$ cat config.mk
export PLATFORM = sky130hd
export DESIGN_NAME = counter_bus_arb_flat
export DESIGN_NICKNAME = d
export VERILOG_FILES = /design/src/rtl/counter_pkg.sv /design/src/rtl/counter_bus_arb_if.sv /design/src/rtl/rr_arb2.sv /design/src/rtl/counter_bus_arb.sv /design/src/flat_wrapper.sv
export SDC_FILE = /design/constraint.sdc
export NUM_CORES = 1
export LEC_CHECK = 0
export BUFFER_PORTS_ARGS = -buffer_cell sky130_fd_sc_hd__buf_2
export CAP_MARGIN = 25
export CORE_ASPECT_RATIO = 1.1
export CORE_MARGIN = 3
export CORE_UTILIZATION = 41
export CTS_CLUSTER_SIZE = 30
export DETAILED_ROUTE_END_ITERATION = 10
export PLACE_DENSITY = 0.74
export SLEW_MARGIN = 5
export SYNTH_ARGS = -nofsm -noshare
export SYNTH_HDL_FRONTEND = slang
export SYNTH_HIERARCHICAL = 1
export SYNTH_SLANG_ARGS = --single-unit
export TNS_END_PERCENT = 30
$ cat constraint.sdc
create_clock -name i_sysclk -period 1.2 [get_ports i_sysclk]
set_input_delay 0.24 -clock i_sysclk [delete_from_list [all_inputs] [get_ports i_sysclk]]
set_output_delay 0.24 -clock i_sysclk [all_outputs]
set_load 0.1 [all_outputs]
$ cat src/rtl/counter_pkg.sv
// -----------------------------------------------------------------------------
// counter_pkg
// Shared definitions for the counter peripheral bus arbiter.
// Contents:
//   arb_state_e  - arbiter state encoding (IDLE, BUSY, RELEASE)
//   ADDR_W       - peripheral register address width
//   DATA_W       - peripheral data width
//   TIMEOUT_WORD - read data returned on an aborted transaction
// -----------------------------------------------------------------------------
package counter_pkg;

  localparam int ADDR_W = 4;
  localparam int DATA_W = 16;

  localparam logic [DATA_W-1:0] TIMEOUT_WORD = 16'hDEAD;

  typedef enum logic [1:0] {
    IDLE    = 2'd0,
    BUSY    = 2'd1,
    RELEASE = 2'd2
  } arb_state_e;

endpackage

$ cat src/rtl/counter_bus_arb_if.sv
// -----------------------------------------------------------------------------
// counter_bus_arb_if
// Groups the two requester ports and the shared peripheral bus.
// Signal names keep the i_/o_ direction as seen by the arbiter.
// Modports:
//   master - arbiter side (drives o_*, samples i_*)
//   slave  - environment side: requesters and peripheral (drives i_*)
// Signals:
//   i_reqN_select/wr/addr/data  requester N request and fields
//   o_reqN_data/ack/err         requester N completion
//   o_bus_select/wr, o_reg_addr, o_bus_data  peripheral request
//   i_bus_data, i_bus_ack       peripheral response
//   o_grant                     current / last owner of the bus
// -----------------------------------------------------------------------------
interface counter_bus_arb_if;
  import counter_pkg::*;

  logic              i_req0_select;
  logic              i_req0_wr;
  logic [ADDR_W-1:0] i_req0_addr;
  logic [DATA_W-1:0] i_req0_data;
  logic [DATA_W-1:0] o_req0_data;
  logic              o_req0_ack;
  logic              o_req0_err;

  logic              i_req1_select;
  logic              i_req1_wr;
  logic [ADDR_W-1:0] i_req1_addr;
  logic [DATA_W-1:0] i_req1_data;
  logic [DATA_W-1:0] o_req1_data;
  logic              o_req1_ack;
  logic              o_req1_err;

  logic              o_bus_select;
  logic              o_bus_wr;
  logic [ADDR_W-1:0] o_reg_addr;
  logic [DATA_W-1:0] o_bus_data;
  logic [DATA_W-1:0] i_bus_data;
  logic              i_bus_ack;
  logic              o_grant;

  modport master (
    input  i_req0_select, i_req0_wr, i_req0_addr, i_req0_data,
    input  i_req1_select, i_req1_wr, i_req1_addr, i_req1_data,
    input  i_bus_data, i_bus_ack,
    output o_req0_data, o_req0_ack, o_req0_err,
    output o_req1_data, o_req1_ack, o_req1_err,
    output o_bus_select, o_bus_wr, o_reg_addr, o_bus_data, o_grant
  );

  modport slave (
    output i_req0_select, i_req0_wr, i_req0_addr, i_req0_data,
    output i_req1_select, i_req1_wr, i_req1_addr, i_req1_data,
    output i_bus_data, i_bus_ack,
    input  o_req0_data, o_req0_ack, o_req0_err,
    input  o_req1_data, o_req1_ack, o_req1_err,
    input  o_bus_select, o_bus_wr, o_reg_addr, o_bus_data, o_grant
  );

endinterface

$ cat src/rtl/rr_arb2.sv
// -----------------------------------------------------------------------------
// rr_arb2
// Combinational two-way round-robin pick.
// Ports:
//   req0_i, req1_i  pending requests
//   last_grant_i    index of the port granted last time
//   grant_o         index of the winning port (meaningful when valid_o)
//   valid_o         at least one request is pending
// -----------------------------------------------------------------------------
module rr_arb2 (
  input  logic req0_i,
  input  logic req1_i,
  input  logic last_grant_i,
  output logic grant_o,
  output logic valid_o
);

  always_comb begin
    valid_o = req0_i | req1_i;
    // On a tie the port that did not win last time goes next.
    if (req0_i && req1_i) begin
      grant_o = ~last_grant_i;
    end else begin
      grant_o = req1_i;
    end
  end

endmodule

$ cat src/rtl/counter_bus_arb.sv
// -----------------------------------------------------------------------------
// counter_bus_arb
// Shares the counter peripheral register bus between two requesters with
// round-robin priority. Fields are captured at grant, the bus is held until
// the peripheral acks, the winner gets a one-cycle ack with read data, and a
// single RELEASE cycle separates transactions.
// Ports:
//   i_sysclk    system clock
//   i_sysrst_n  asynchronous active-low reset
//   bus         counter_bus_arb_if.master (requesters + peripheral bus)
// Parameters:
//   TIMEOUT     BUSY cycles before abort (1..255), timeout build only
// Build option:
//   COUNTER_BUS_ARB_TIMEOUT_EN - adds the 8-bit timeout counter and the
//   o_reqN_err pulse; without it BUSY waits for the ack indefinitely.
// -----------------------------------------------------------------------------
module counter_bus_arb
  import counter_pkg::*;
#(
  parameter int TIMEOUT = 255
) (
  input logic               i_sysclk,
  input logic               i_sysrst_n,
  counter_bus_arb_if.master bus
);

  arb_state_e              state_q, state_d;
  logic                    sel_q, sel_d;
  logic                    wr_q, wr_d;
  logic [ADDR_W-1:0]       addr_q, addr_d;
  logic [DATA_W-1:0]       wdata_q, wdata_d;
  logic                    grant_q, grant_d;
  // Separate from grant_q: o_grant resets to 0 while the pointer resets to 1
  // so that port 0 wins the first tie.
  logic                    last_q, last_d;
  logic [1:0]              ack_q, ack_d;
  logic [1:0][DATA_W-1:0]  rdata_q, rdata_d;

  logic [1:0]              req_sel;
  logic [1:0]              req_wr;
  logic [1:0][ADDR_W-1:0]  req_addr;
  logic [1:0][DATA_W-1:0]  req_wdata;
  logic                    pick;
  logic                    pick_valid;

  assign req_sel   = {bus.i_req1_select, bus.i_req0_select};
  assign req_wr    = {bus.i_req1_wr, bus.i_req0_wr};
  assign req_addr  = {bus.i_req1_addr, bus.i_req0_addr};
  assign req_wdata = {bus.i_req1_data, bus.i_req0_data};

  rr_arb2 u_rr_arb2 (
    .req0_i       (req_sel[0]),
    .req1_i       (req_sel[1]),
    .last_grant_i (last_q),
    .grant_o      (pick),
    .valid_o      (pick_valid)
  );

`ifdef COUNTER_BUS_ARB_TIMEOUT_EN
  localparam logic [7:0] TIMEOUT_LAST = 8'(TIMEOUT - 1);
  logic [7:0] cnt_q, cnt_d;
  logic [1:0] err_q, err_d;
`else
  localparam logic [7:0] TIMEOUT_UNUSED = 8'(TIMEOUT);
  logic unused_timeout;
  assign unused_timeout = ^TIMEOUT_UNUSED;
`endif

  always_comb begin
    state_d = state_q;
    sel_d   = sel_q;
    wr_d    = wr_q;
    addr_d  = addr_q;
    wdata_d = wdata_q;
    grant_d = grant_q;
    last_d  = last_q;
    ack_d   = '0;
    rdata_d = '0;   // read data is only non-zero during the ack cycle
`ifdef COUNTER_BUS_ARB_TIMEOUT_EN
    cnt_d   = cnt_q;
    err_d   = '0;
`endif
    case (state_q)
      IDLE: begin
        if (pick_valid) begin
          sel_d   = 1'b1;
          wr_d    = req_wr[pick];
          addr_d  = req_addr[pick];
          wdata_d = req_wdata[pick];
          grant_d = pick;
          last_d  = pick;
          state_d = BUSY;
`ifdef COUNTER_BUS_ARB_TIMEOUT_EN
          cnt_d   = '0;
`endif
        end
      end
      BUSY: begin
        // Ack is checked first so a simultaneous ack beats the timeout.
        if (bus.i_bus_ack) begin
          sel_d            = 1'b0;
          wr_d             = 1'b0;
          ack_d[grant_q]   = 1'b1;
          rdata_d[grant_q] = wr_q ? '0 : bus.i_bus_data;
          state_d          = RELEASE;
        end
`ifdef COUNTER_BUS_ARB_TIMEOUT_EN
        else if (cnt_q == TIMEOUT_LAST) begin
          sel_d            = 1'b0;
          wr_d             = 1'b0;
          ack_d[grant_q]   = 1'b1;
          err_d[grant_q]   = 1'b1;
          rdata_d[grant_q] = TIMEOUT_WORD;
          state_d          = RELEASE;
        end else begin
          cnt_d = cnt_q + 8'd1;
        end
`endif
      end
      RELEASE: state_d = IDLE;
      default: state_d = IDLE;
    endcase
  end

  always_ff @(posedge i_sysclk or negedge i_sysrst_n) begin
    if (!i_sysrst_n) begin
      state_q <= IDLE;
      sel_q   <= 1'b0;
      wr_q    <= 1'b0;
      addr_q  <= '0;
      wdata_q <= '0;
      grant_q <= 1'b0;
      last_q  <= 1'b1;
      ack_q   <= '0;
      rdata_q <= '0;
`ifdef COUNTER_BUS_ARB_TIMEOUT_EN
      cnt_q   <= '0;
      err_q   <= '0;
`endif
    end else begin
      state_q <= state_d;
      sel_q   <= sel_d;
      wr_q    <= wr_d;
      addr_q  <= addr_d;
      wdata_q <= wdata_d;
      grant_q <= grant_d;
      last_q  <= last_d;
      ack_q   <= ack_d;
      rdata_q <= rdata_d;
`ifdef COUNTER_BUS_ARB_TIMEOUT_EN
      cnt_q   <= cnt_d;
      err_q   <= err_d;
`endif
    end
  end

  assign bus.o_bus_select = sel_q;
  assign bus.o_bus_wr     = wr_q;
  assign bus.o_reg_addr   = addr_q;
  assign bus.o_bus_data   = wdata_q;
  assign bus.o_grant      = grant_q;
  assign bus.o_req0_ack   = ack_q[0];
  assign bus.o_req1_ack   = ack_q[1];
  assign bus.o_req0_data  = rdata_q[0];
  assign bus.o_req1_data  = rdata_q[1];
`ifdef COUNTER_BUS_ARB_TIMEOUT_EN
  assign bus.o_req0_err   = err_q[0];
  assign bus.o_req1_err   = err_q[1];
`else
  assign bus.o_req0_err   = 1'b0;
  assign bus.o_req1_err   = 1'b0;
`endif

endmodule

$ cat src/flat_wrapper.sv
// flat-port wrapper written by rule: the top's interface ports become plain ports
module counter_bus_arb_flat import counter_pkg::*;
#(
  parameter int TIMEOUT = 255
)
  (i_sysclk, i_sysrst_n, bus_i_req0_select, bus_i_req0_wr, bus_i_req0_addr, bus_i_req0_data, bus_i_req1_select, bus_i_req1_wr, bus_i_req1_addr, bus_i_req1_data, bus_i_bus_data, bus_i_bus_ack, bus_o_req0_data, bus_o_req0_ack, bus_o_req0_err, bus_o_req1_data, bus_o_req1_ack, bus_o_req1_err, bus_o_bus_select, bus_o_bus_wr, bus_o_reg_addr, bus_o_bus_data, bus_o_grant);
  counter_bus_arb_if bus_i ();
  input logic i_sysclk;
  input logic i_sysrst_n;
  input wire logic [$bits(bus_i.i_req0_select)-1:0] bus_i_req0_select;
  input wire logic [$bits(bus_i.i_req0_wr)-1:0] bus_i_req0_wr;
  input wire logic [$bits(bus_i.i_req0_addr)-1:0] bus_i_req0_addr;
  input wire logic [$bits(bus_i.i_req0_data)-1:0] bus_i_req0_data;
  input wire logic [$bits(bus_i.i_req1_select)-1:0] bus_i_req1_select;
  input wire logic [$bits(bus_i.i_req1_wr)-1:0] bus_i_req1_wr;
  input wire logic [$bits(bus_i.i_req1_addr)-1:0] bus_i_req1_addr;
  input wire logic [$bits(bus_i.i_req1_data)-1:0] bus_i_req1_data;
  input wire logic [$bits(bus_i.i_bus_data)-1:0] bus_i_bus_data;
  input wire logic [$bits(bus_i.i_bus_ack)-1:0] bus_i_bus_ack;
  output wire logic [$bits(bus_i.o_req0_data)-1:0] bus_o_req0_data;
  output wire logic [$bits(bus_i.o_req0_ack)-1:0] bus_o_req0_ack;
  output wire logic [$bits(bus_i.o_req0_err)-1:0] bus_o_req0_err;
  output wire logic [$bits(bus_i.o_req1_data)-1:0] bus_o_req1_data;
  output wire logic [$bits(bus_i.o_req1_ack)-1:0] bus_o_req1_ack;
  output wire logic [$bits(bus_i.o_req1_err)-1:0] bus_o_req1_err;
  output wire logic [$bits(bus_i.o_bus_select)-1:0] bus_o_bus_select;
  output wire logic [$bits(bus_i.o_bus_wr)-1:0] bus_o_bus_wr;
  output wire logic [$bits(bus_i.o_reg_addr)-1:0] bus_o_reg_addr;
  output wire logic [$bits(bus_i.o_bus_data)-1:0] bus_o_bus_data;
  output wire logic [$bits(bus_i.o_grant)-1:0] bus_o_grant;
  assign bus_i.i_req0_select = bus_i_req0_select;
  assign bus_i.i_req0_wr = bus_i_req0_wr;
  assign bus_i.i_req0_addr = bus_i_req0_addr;
  assign bus_i.i_req0_data = bus_i_req0_data;
  assign bus_i.i_req1_select = bus_i_req1_select;
  assign bus_i.i_req1_wr = bus_i_req1_wr;
  assign bus_i.i_req1_addr = bus_i_req1_addr;
  assign bus_i.i_req1_data = bus_i_req1_data;
  assign bus_i.i_bus_data = bus_i_bus_data;
  assign bus_i.i_bus_ack = bus_i_bus_ack;
  assign bus_o_req0_data = bus_i.o_req0_data;
  assign bus_o_req0_ack = bus_i.o_req0_ack;
  assign bus_o_req0_err = bus_i.o_req0_err;
  assign bus_o_req1_data = bus_i.o_req1_data;
  assign bus_o_req1_ack = bus_i.o_req1_ack;
  assign bus_o_req1_err = bus_i.o_req1_err;
  assign bus_o_bus_select = bus_i.o_bus_select;
  assign bus_o_bus_wr = bus_i.o_bus_wr;
  assign bus_o_reg_addr = bus_i.o_reg_addr;
  assign bus_o_bus_data = bus_i.o_bus_data;
  assign bus_o_grant = bus_i.o_grant;
  counter_bus_arb #(.TIMEOUT(TIMEOUT)) u_core (.i_sysclk(i_sysclk), .i_sysrst_n(i_sysrst_n), .bus(bus_i));
endmodule
### Word-level counts from Yosys, hierarchy flattened

Cells that the tools add are included.

| cells by class | value |
|---|---|
| add/sub/neg operators | 0 |
| $mul | 0 |
| div/mod/pow operators | 0 |
| magnitude comparators | 3 |
| equal/unequal tests | 3 |
| shift operators | 0 |
| mux-type cells | 24 |
| bitwise logic cells | 3 |
| reductions and logical operators | 7 |

Operators with widths:

| kind | count |
|---|---|
| two-way mux 16 bit | 4 |
| two-way mux 32 bit | 2 |
| AND 32 bit | 1 |
| demux 16 bit (select 1 bit) | 1 |
| two-way mux 2 bit | 4 |
| two-way mux 4 bit | 2 |
| two-way mux 1 bit | 7 |
| less-than comparator 1 x 2 -> 1 bit, second input constant | 2 |
| one-hot mux 1 bit (2 select lines) | 2 |
| one-hot mux 2 bit (2 select lines) | 1 |
| AND reduction 2 bit | 2 |
| AND reduction 3 bit | 1 |
| equality test 2 x 1 -> 1 bit, second input constant | 1 |
| logical AND 1 bit | 2 |
| zero test 2 bit | 1 |
| inequality test 2 x 1 -> 1 bit, second input constant | 1 |
| inequality test 2 bit, second input constant | 1 |
| nonzero test 2 bit | 1 |
| demux 1 bit (select 1 bit) | 1 |
| >= comparator 1 bit, second input constant | 1 |
| inverter 1 bit | 1 |
| OR 1 bit | 1 |

| storage, ports and cells | value |
|---|---|
| bits in registers | 60 |
| bits in latches | 0 |
| RAM bits | 0 |
| memory bits (read-only) | 0 |
| input bits | 63 |
| output and inout bits | 59 |
| word-level logic and storage cells | 50 |
| memories | 0 |

### Depth between registers and ports, before layout

| depth | value |
|---|---|
| word-level depth | 7 |
| gate-level depth with buffers | 6 |
| depth with buffers taken out | 4 |

### Modules after synthesis

The synthesis kept the hierarchy.

By module, submodules not included:

| module | times used | cells each | area an instance (µm²) | sequential area each (µm²) |
|---|---|---|---|---|
| counter_bus_arb | 1 | 202 | 2434.8 | 1502.7 |
| rr_arb2 | 1 | 2 | 13.8 | 0.0 |

### Worst setup path before layout

Ideal clock, no wire load.

| timing path | value |
|---|---|
| path kind | reg2reg |
| start point | reg u_core.grant_q (netlist: u_core/bus.o_grant) |
| end point | reg u_core.rdata_q, in the netlist u_core/bus.o_req0_data[6] |
| library setup time | 0.116 ns |
| arrival time | 1.467 ns |
| required time | 1.084 ns |
| slack | -0.383 ns |
| stages on the path, launching flop included | 5 |
| path buffers | 1 |
| clock period less this slack | 1.583 ns |
| path through | dfrtp_1 -> inv_1 -> nand2_4 -> buf_6 -> nor2_1 |

RTL lines:

| element | line | text |
|---|---|---|
| start: declaration | counter_bus_arb.sv:32 | `logic grant_q, grant_d;` |
| start signal: assignment | counter_bus_arb.sv:146 | `grant_q <= grant_d;` |
| end signal: assignment | counter_bus_arb.sv:149 | `rdata_q <= rdata_d;` |
| end: declaration | counter_bus_arb.sv:37 | `logic [1:0][DATA_W-1:0] rdata_q, rdata_d;` |

### Final worst setup path

| timing path | value |
|---|---|
| start point | reg u_core.last_q |
| end point | reg u_core.wdata_q[5] (netlist: u_core/bus.o_bus_data[5]) |

| between the ends | value |
|---|---|
| longest elaborated chain between the ends | 4 |

Ends and longest elaborated chain:

| element | line | text |
|---|---|---|
| start: declaration | counter_bus_arb.sv:35 | `logic last_q, last_d;` |
| start signal: assignment | counter_bus_arb.sv:147 | `last_q <= last_d;` |
| inverter 1 bit | rr_arb2.sv:22 | `grant_o = ~last_grant_i;` |
| two-way mux 1 bit | rr_arb2.sv:21 | `if (req0_i && req1_i) begin` |
| net u_core.pick | counter_bus_arb.sv:43 | `logic pick;` |
| two-way mux 16 bit (not written as such) (2 in series) | counter_bus_arb.sv:89 | `wdata_d = req_wdata[pick];` |
| end signal: assignment | counter_bus_arb.sv:145 | `wdata_q <= wdata_d;` |
| end: declaration | counter_bus_arb.sv:31 | `logic [DATA_W-1:0] wdata_q, wdata_d;` |

The timed path passes the listed nets, and every way through them passes these cells. The select of a mux whose other input is x is not followed.
A chain may end at the register's enable or synchronous reset.

==> results.json <==
{
  "die_w_um": 79.69,
  "seq_area_frac_synth_pct": 61.37,
  "nNetsFinal": 404,
  "grt_max_degree": 31,
  "rows": 28,
  "cp.buffers_inverters": 2,
  "synth_top_family_by_area": "simple AND/OR/NAND/NOR gates",
  "yosys.area_share.simple_pct": 15.18,
  "insertion_delay_ns": 0.33,
  "synth.cells.most_frequent": "dfrtp_1 (59), nor2_1 (53), mux2i_1 (21), nand2b_1 (16), a21oi_2 (15)",
  "core_area_sq_um": 5570,
  "yosys-top-cells-area": "dfrtp_1 (60%), mux2i_1 (8.6%), nor2_1 (8.1%)",
  "critPathTopFamily": "flip-flops",
  "syn_area_per_cell_sq_um": 12.00,
  "p_leak_uw": 0.002127,
  "drv_cap": 0,
  "synth_compound_area_share_pct": 7.614,
  "die-height_um": 87.05,
  "violations": "negative setup slack",
  "fin_skew_ns": 0.009520,
  "path_clk_slew_ns": 0.07,
  "p_per_area_nw_per_um2": 2430,
  "netlist_instances": 204,
  "period_needed_ns": 1.317,
  "viasPerCell": 4.770,
  "antenna_left": 0,
  "fin_cells": 421,
  "htree_levels": 3,
  "start_util_pct": 43.96,
  "crit_required_ns": 1.41,
  "hpwl_um": 4880,
  "cts.sinks": 60,
  "drc_errors": 0,
  "dieArea_sq_um": 6937,
  "cp_slowest_cell": "dfstp_2",
  "pin_count": 122,
  "synth_top_area_cell": "dfrtp_1",
  "timing.final.ws_setup_ns": -0.1165,
  "hold_viol": 0,
  "cts_buffers": 9,
  "setup.worst_path.end_class": "register",
  "cts_tree": "done",
  "yosys_most_used_dff": "dfrtp_1",
  "rsz0062_at_grt": "true",
  "crit_path_start_kind": "register",
  "final.setup.tns_ns": -1.716,
  "cpPeakStageDelay_ns": 0.56,
  "maxSlewViolCount": 0,
  "yosysTopAreaCellShare_pct": 60.30,
  "syn_area_sq_um": 2449,
  "status": "finished with violations",
  "wl_um": 7158,
  "grt_pass1_vias": 2149,
  "dpl.cell_count": 395,
  "ctsRootBufferMaster": "clkbuf_8",
  "io_buffers": 119,
  "ys_ff_latch": 60,
  "hold_path_class": "in2reg",
  "arrival_ns": 1.52,
  "yosys.cell_types.count": 25,
  "criticalPathCategory": "reg2reg",
  "yosysWarnings": 6,
  "setup-violations-final": 23,
  "drive_gt1_share_pct": 54.62,
  "fin_total_pwr_uw": 10850,
  "synthArstFlopShare_pct": 100.0,
  "gp_congestion": 0.7116,
  "antenna_found_initial": 0,
  "track_usage_pct": 20.97,
  "vias": 2008,
  "path_max_fanout": 5,
  "place_ws_ns": -0.1097,
  "synth-adder-area-share_pct": 0,
  "drtIter0Drc": 57,
  "clock_path_buffers": 2,
  "grt_overflow": 0,
  "ir_drop_uv": 2384,
  "synth_xor_area_share_pct": 0,
  "synth_edf_count": 0,
  "synthMuxAreaShare_pct": 9.044,
  "drt-pass1-iter-count": 4,
  "timing.fmax_mhz": 759.6,
  "area_delta_synth_final_pct": 82.27,
  "diodes": 0,
  "fin_crit_sh_pct": 109.7,
  "avgRoutedWirePerCell_um": 17.00,
  "grt_pass1_wl_um": 10780,
  "synth.most_common_cell": "dfrtp_1",
  "path_cells": "a21boi_4 -> buf_12 -> buf_16 -> mux2i_2 -> a21oi_2"
}
==> final timing paths <==
kind | to | slack (ns) | cells after the start | start
max | u_core/bus.o_bus_data[5]$_DFFE_PN0P_ | -0.12 | 5 | u_core/last_q$_DFFE_PN1P_
min | u_core/bus.o_req0_data[3]$_DFF_PN0_ | 0.16 | 3 | bus_i_bus_data[3]
max reg2reg | u_core/bus.o_bus_data[5]$_DFFE_PN0P_ | -0.12 | 5 | u_core/last_q$_DFFE_PN1P_
min reg2reg | u_core/last_q$_DFFE_PN1P_ | 0.50 | 2 | u_core/last_q$_DFFE_PN1P_
max in group asynchronous | u_core/last_q$_DFFE_PN1P_ | 0.35 | 3 | i_sysrst_n
min in group asynchronous | u_core/bus.o_req1_data[7]$_DFF_PN0_ | 0.33 | 2 | i_sysrst_n
==> registers in the layout (all words and copies together) (netlist names) <==
register / cells
u_core/bus.o_reg_addr: 4
u_core/bus.o_bus_select: 1
u_core/bus.o_grant: 1
u_core/bus.o_bus_data: 16
u_core/state_q: 2
u_core/bus.o_bus_wr: 1
u_core/bus.o_req0_data: 16
u_core/bus.o_req1_data: 16
u_core/ack_q: 2
u_core/last_q: 1
==> where the power goes <==
group,internal [uW],switching [uW]
logic,2220,3870
registers,2450,457
clock network,1070,779
==> per-layer routing <==
layer / global-route usage (%) / up-vias / part of all wire (%)
li1: - / 922 / -
met1: 23.99 / 955 / 37
met2: 36.14 / 116 / 50
met3: 6.522 / 15 / 10
met4: 8.906 / 0 / 2.7
met5: 0 / - / 0
==> cells in the final DEF (no fill, tap or decap), drive strengths merged <==
cell type,instances
buf,136
dfrtp,59
nor2,53
mux2i,21
a21oi,20
nand2b,16
clkbuf,13
inv,6
nand2,5
o21ai,3
clkinv,2
conb,2
clkinvlp,1
bufinv,1
dlygate4sd3,1
nand3b,1
nor3b,1
a21o,1
mux2,1
dfstp,1
or2,1
a21boi,1
==> stage by stage <==
stage	area (sq um)	hold slack [ns]	utilization [%]
floorplan	2470	-0.05559	-
global placement	3980	0.1292	71.45
detailed placement	3980	0.1365	71.45
CTS	4357	0.1463	78.21
global route	4463	0.1582	80.12
finish	4463	0.1589	80.12
==> worst reg2reg max path: cells and delay by family, from the launching register on <==
| family | cells | cell delay, ns |
|---|---|---|
| DFF | 1 | 0.56 |
| buffers and inverters | 2 | 0.30 |
| muxes | 1 | 0.20 |
| AOI/OAI and AO/OA | 2 | 0.15 |
==> kinds of logic after synthesis <==
family          count (synthesis)
compound gates                 25
simple gates                   77
buf+inv                        19
other cells                     1
mux                            22
flops                          60
==> layout make-up <==
class | instances | area (sq um)
Multi-Input combinational cell | 126 | 902.1
Inverter | 6 | 22.52
Clock inverter | 4 | 47.55
Clock buffer | 12 | 155.1
Tap cell | 75 | 93.84
Timing Repair Buffer | 138 | 1732
Sequential cell | 60 | 1510
Fill cell | 304 | 1107
==> repair_timing <==
action | CTS | global route
buffers inserted | 3 | 2
gates cloned | 3 | 1
resized for setup | 14 | 12
pin swaps | 17 | 7
hold buffers | 1 | 0
endpoints found under the setup margin | 25 | 56
hold endpoints to repair | 7 | 0
Power figures use the tool's default switching activity.
